File: src/rtl/dec38_hold.sv
// 3-to-8 decoder with timed display: an accepted code is shown for HOLD_CYCLES,
// followed by GAP_CYCLES blank cycles before the next code can be taken.
module dec38_hold #(
  parameter int HOLD_CYCLES = 8,
  parameter int GAP_CYCLES  = 2
) (
  input  logic       i_clk,
  input  logic       i_rst_n,
  input  logic       i_en,
  input  logic       i_valid,
  input  logic [2:0] i_code,
  input  logic       i_clr,
  output logic       o_ready,
  output logic [7:0] o_onehot,
  output logic       o_en_flag,
  output logic [7:0] o_seg,
  output logic [7:0] o_seen
);

  typedef enum logic [1:0] {IDLE, HOLD, GAP} state_t;

  localparam logic [7:0] HOLD_LD = 8'(HOLD_CYCLES - 1);
  localparam logic [7:0] GAP_LD  = 8'(GAP_CYCLES - 1);

  state_t     state_q, state_d;
  logic [7:0] cnt_q, cnt_d;
  logic [2:0] code_q, code_d;
  logic [7:0] onehot_q, onehot_d;
  logic [7:0] seg_q, seg_d;
  logic       en_flag_q, en_flag_d;
  logic [7:0] seen_q, seen_d;
  logic       accept;
  logic       display;

  // Active-low segments, bit order {dp,g,f,e,d,c,b,a}.
  function automatic logic [7:0] seg_pattern(input logic [2:0] c);
    logic [7:0] p;
    case (c)
      3'd0:    p = 8'hC0;
      3'd1:    p = 8'hF9;
      3'd2:    p = 8'hA4;
      3'd3:    p = 8'hB0;
      3'd4:    p = 8'h99;
      3'd5:    p = 8'h92;
      3'd6:    p = 8'h82;
      default: p = 8'hF8;
    endcase
    return p;
  endfunction

  assign o_ready = (state_q == IDLE) && i_en;
  assign accept  = o_ready && i_valid;

  always_comb begin
    state_d = state_q;
    cnt_d   = cnt_q;
    code_d  = code_q;
    seen_d  = i_clr ? 8'h00 : seen_q;

    case (state_q)
      IDLE: begin
        if (accept) begin
          code_d  = i_code;
          cnt_d   = HOLD_LD;
          state_d = HOLD;
          seen_d  = seen_d | (8'h01 << i_code);
        end
      end
      HOLD: begin
        if (!i_en) begin
          state_d = IDLE;
          cnt_d   = 8'h00;
        end else if (cnt_q == 8'h00) begin
          if (GAP_CYCLES == 0) begin
            state_d = IDLE;
          end else begin
            state_d = GAP;
            cnt_d   = GAP_LD;
          end
        end else begin
          cnt_d = cnt_q - 8'd1;
        end
      end
      GAP: begin
        if (!i_en || cnt_q == 8'h00) begin
          state_d = IDLE;
          cnt_d   = 8'h00;
        end else begin
          cnt_d = cnt_q - 8'd1;
        end
      end
      default: begin
        state_d = IDLE;
        cnt_d   = 8'h00;
      end
    endcase

    // Outputs are registered, so they follow the state being entered.
    display   = (state_d == HOLD);
    onehot_d  = display ? (8'h01 << code_d) : 8'h00;
    seg_d     = display ? seg_pattern(code_d) : 8'hFF;
    en_flag_d = display;
  end

  always_ff @(posedge i_clk or negedge i_rst_n) begin
    if (!i_rst_n) begin
      state_q   <= IDLE;
      cnt_q     <= 8'h00;
      code_q    <= 3'd0;
      onehot_q  <= 8'h00;
      seg_q     <= 8'hFF;
      en_flag_q <= 1'b0;
      seen_q    <= 8'h00;
    end else begin
      state_q   <= state_d;
      cnt_q     <= cnt_d;
      code_q    <= code_d;
      onehot_q  <= onehot_d;
      seg_q     <= seg_d;
      en_flag_q <= en_flag_d;
      seen_q    <= seen_d;
    end
  end

  assign o_onehot  = onehot_q;
  assign o_seg     = seg_q;
  assign o_en_flag = en_flag_q;
  assign o_seen    = seen_q;

endmodule

File: config.mk
export PLATFORM = sky130hd
export DESIGN_NAME = dec38_hold
export DESIGN_NICKNAME = d
export VERILOG_FILES = /design/src/rtl/dec38_hold.sv
export SDC_FILE = /design/constraint.sdc
export NUM_CORES = 1
export LEC_CHECK = 0
export BUFFER_PORTS_ARGS = -buffer_cell sky130_fd_sc_hd__buf_2
export CAP_MARGIN = 30
export CORE_MARGIN = 10
export CORE_UTILIZATION = 55
export CTS_BUF_LIST = sky130_fd_sc_hd__clkbuf_4
export CTS_CLUSTER_SIZE = 28
export DETAILED_ROUTE_END_ITERATION = 12
export PLACE_DENSITY = 0.79
export REMOVE_ABC_BUFFERS = 1
export SLEW_MARGIN = 20
export SYNTH_ARGS = -nofsm -noshare
export SYNTH_HDL_FRONTEND = slang
export SYNTH_SLANG_ARGS = --single-unit
File: constraint.sdc
create_clock -name i_clk -period 1.95 [get_ports i_clk]
set_input_delay 0.2925 -clock i_clk [delete_from_list [all_inputs] [get_ports i_clk]]
set_output_delay 0.2925 -clock i_clk [all_outputs]
set_load 0.02 [all_outputs]
==> impl_results.md <==
- Cell count after synthesis: 175
- Nets: 219
- Finished Core Util: 66.96%
- Worst Clk Skew: 8.854 ps
- Required @ worst endpoint: 2160 ps
- Fraction of layout cells with a size suffix above 1: 30.95%
- CTS Buffer Depth: 2
- Startpoint types: flop
- Sequential cell area: 934.6 µm²
- Die area: 0.006082 mm²
- Logic pwr share: 39.0%
- Postcts setup bufs: 0
- Seq/Total Area, Yosys: 50.54%
- Row cnt: 20
- Psw: 0.9939 mW
- Dpl hpwl: 3001 µm
- Leak: 1.017 nW
- Slew @ Worst Pin: 751.6 ps
- CTS resizes: 0
- CTS tree: built
- CTS sink count: 37
- Max cap viols: 0
- IO buf count: 32
- Period utilisation layout: 93.22%
- Synth top area share: 40.60%
- Yosys top cell by area: dfrtp_1
- Post-DR vias/cell: 5.508
- Largest net degree at the start of global routing: 38
- Count leader, synth: dfrtp_1
- # IOs: 34
- Worst setup path category: reg -> reg
- Clock Power Share: 15.4%
- Clk slew on worst S/H paths: 110 ps
- Drt total wl: 3829 µm
- YS warnings: 0
- Hold Crit Class: in -> async
- Vias in the first global route: 1421
- Cell Int Power: 1.506 mW
- Synth cell count leaders: 30 x dfrtp_1, 20 x inv_1, 10 x nor2_1
- Iteration-0 DRC Markers: 90
- Synth Cell Area: 0.001849 mm²
- Critical Path AT: 2030 ps
- Synth-to-layout area growth: 13.26%
- Post-synth EDFFs: 0
- Min Tclk post-route: 1818 ps
- Synth area leaders: dfrtp_1 41%, dfstp_2 9.9%, inv_1 4.1%, nor2_1 2.0%, o22ai_1 2.0%
- Die H: 77.99 µm
- Fmax: 550.1 MHz
- Vias: 1399
- Fin. max-slew vios: 0
- Final Hold Fails: 0
- CORE AREA: 0.003128 mm²
- Worst relative slew slack: 49.89%
- Filler cells: 247
- Later-pin clock latency in the skew report: 330 ps
- DRC viols: 0
- GP Congestion: 0.9341
- Critical path capture point type: flop
- Post-synth cell types: 55
- H-tree levels: 2
- Detailed Routing Iterations Pass 1: 6
- PwrDens: 1194 mW/mm²
- CTS Buf Count: 5
- Root buffer cell: clkbuf_4
- Max rail drop VDD: 0.0006676 V
- First-pass GRT wire length: 6527 µm
- Outcome: complete, no violations
- Commonest register cell after synthesis: dfrtp_1
- Setup Total Neg Slack: 0 ps
- Global-route usage over all layers: 13.09%
- Initial core utilization: 59.12%
- Number of synthesized register bits: 37
- Drt wl/cell: 15.07 µm
- ANT cells: 0
- Avg Cell Area, Syn: 10.57 µm²
- Tot Pwr: 2.500 mW
- Die X-Extent: 77.99 µm
- GRT overflow: 0
- # setup viols final: 0
- R2R setup slack: 130 ps
- Switching share of power: 39.76%
- Sequential share of power: 45.5%
- Hold_buf cts: 0
- CP max FO: 5
- Initial antenna violation count: 0
- RSZ-0062 raised after global routing: false
- ANT nets after route: 0
- Ys async rst share: 100.0%
- Multi-input logic area: 748.2 µm²
per-layer routing:
layer  global-route usage, %  vias to the layer above  share of wire [%]
met3                   4.608                        4                6.5
met1                   15.11                      678                 42
li1                        -                      681                  -
met2                   21.48                       36                 51
met5                       0                        -                  0
met4                   5.735                        0               0.94
sequential cells by signal, summed over array words and instances (netlist names):
| register | count |
|---|---|
| o_seen | 8 |
| state_q | 2 |
| cnt_q | 8 |
| o_en_flag | 1 |
| code_q | 3 |
| o_seg | 7 |
| o_onehot | 8 |
stage by stage:
stage | instance area, µm² | setup WS, ps | hold WS (ps) | instances
2_1_floorplan | 1764 | 62.76 | -3.091 | 162
3_3_place_gp | 2039 | 210.9 | 399.5 | 246
3_5_place_dp | 2039 | 136.8 | 408.1 | 246
4_1_cts | 2095 | 106.1 | 32.02 | 254
5_1_grt | 2095 | 11.10 | 54.78 | 254
6_report | 2095 | 132.2 | 15.40 | 254
worst max-delay path, stage by stage, from the launching register on:
cell,delay [ps]
dfrtp_1,460
nand4bb_1,380
mux2i_1,410
inv_1,170
nor4_1,270
power by group through the flow:
| stage | Combinational, mW | Sequential (mW) | Clock, mW |
|---|---|---|---|
| 2_1_floorplan | 0.586 | 1.23 | 0 |
| 3_3_place_gp | 0.949 | 1.14 | 0 |
| 3_5_place_dp | 0.972 | 1.15 | 0 |
| 4_1_cts | 0.977 | 1.14 | 0.401 |
| 5_1_grt | 1.09 | 1.16 | 0.444 |
| 6_report | 0.976 | 1.14 | 0.386 |
cell families (layout without fill, tap and decap cells):
kind of cell               Yosys count  in the layout  synth area share (%)
AOI/OAI and AO/OA                   39             39                 16.37
xor gates and xnor gates             6              6                 2.842
adders and majority gates            3              3                 1.894
buffers and inverters               34             69                 8.999
DFF                                 37             37                 50.54
muxes                                3              3                 1.624
other                                1              1                0.2028
and+or+nand+nor                     52             52                 17.52
layout make-up:
type                       count  area share, %
clock buffer                   6          2.151
tap                           44          2.628
multi-input combinational    104          35.72
sequential                    37          44.62
timing repair buffer          40          10.51
inverter                      21          3.883
clock inverter                 2         0.4779
path summary, 6_finish.rpt:
| kind | startpoint | endpoint | cells past startpoint |
|---|---|---|---|
| setup / recovery | state_q[0]$_DFF_PN0_ | o_onehot[0]$_DFF_PN0_ | 4 |
| hold / removal | i_rst_n | o_onehot[6]$_DFF_PN0_ | 1 |
| setup reg to reg | state_q[0]$_DFF_PN0_ | o_onehot[0]$_DFF_PN0_ | 4 |
| hold reg to reg | o_seen[4]$_DFF_PN0_ | o_seen[4]$_DFF_PN0_ | 2 |
| max in group asynchronous | i_rst_n | cnt_q[4]$_DFFE_PN0P_ | 1 |
| min in group i_clk | i_clr | o_seen[6]$_DFF_PN0_ | 2 |
cells in the final DEF, fill, tap and decap left out, types with 3 or more instances in the layout:
master / synthesis / routed
inv_1: 20 / 20
a31oi_1: 4 / 4
mux2i_1: 3 / 3
nand2_1: 9 / 9
nor2_1: 10 / 10
buf_4: 3 / 8
dfstp_2: 7 / 7
dfrtp_1: 30 / 30
xnor2_1: 3 / 3
clkbuf_4: 0 / 6
nor3_1: 7 / 7
and3_1: 3 / 3
nand3_1: 5 / 5
buf_2: 2 / 32
xor2_1: 3 / 3
o22ai_1: 6 / 6
a21oi_1: 4 / 4
o21ai_0: 5 / 5
(Power assumes the default switching activity.)
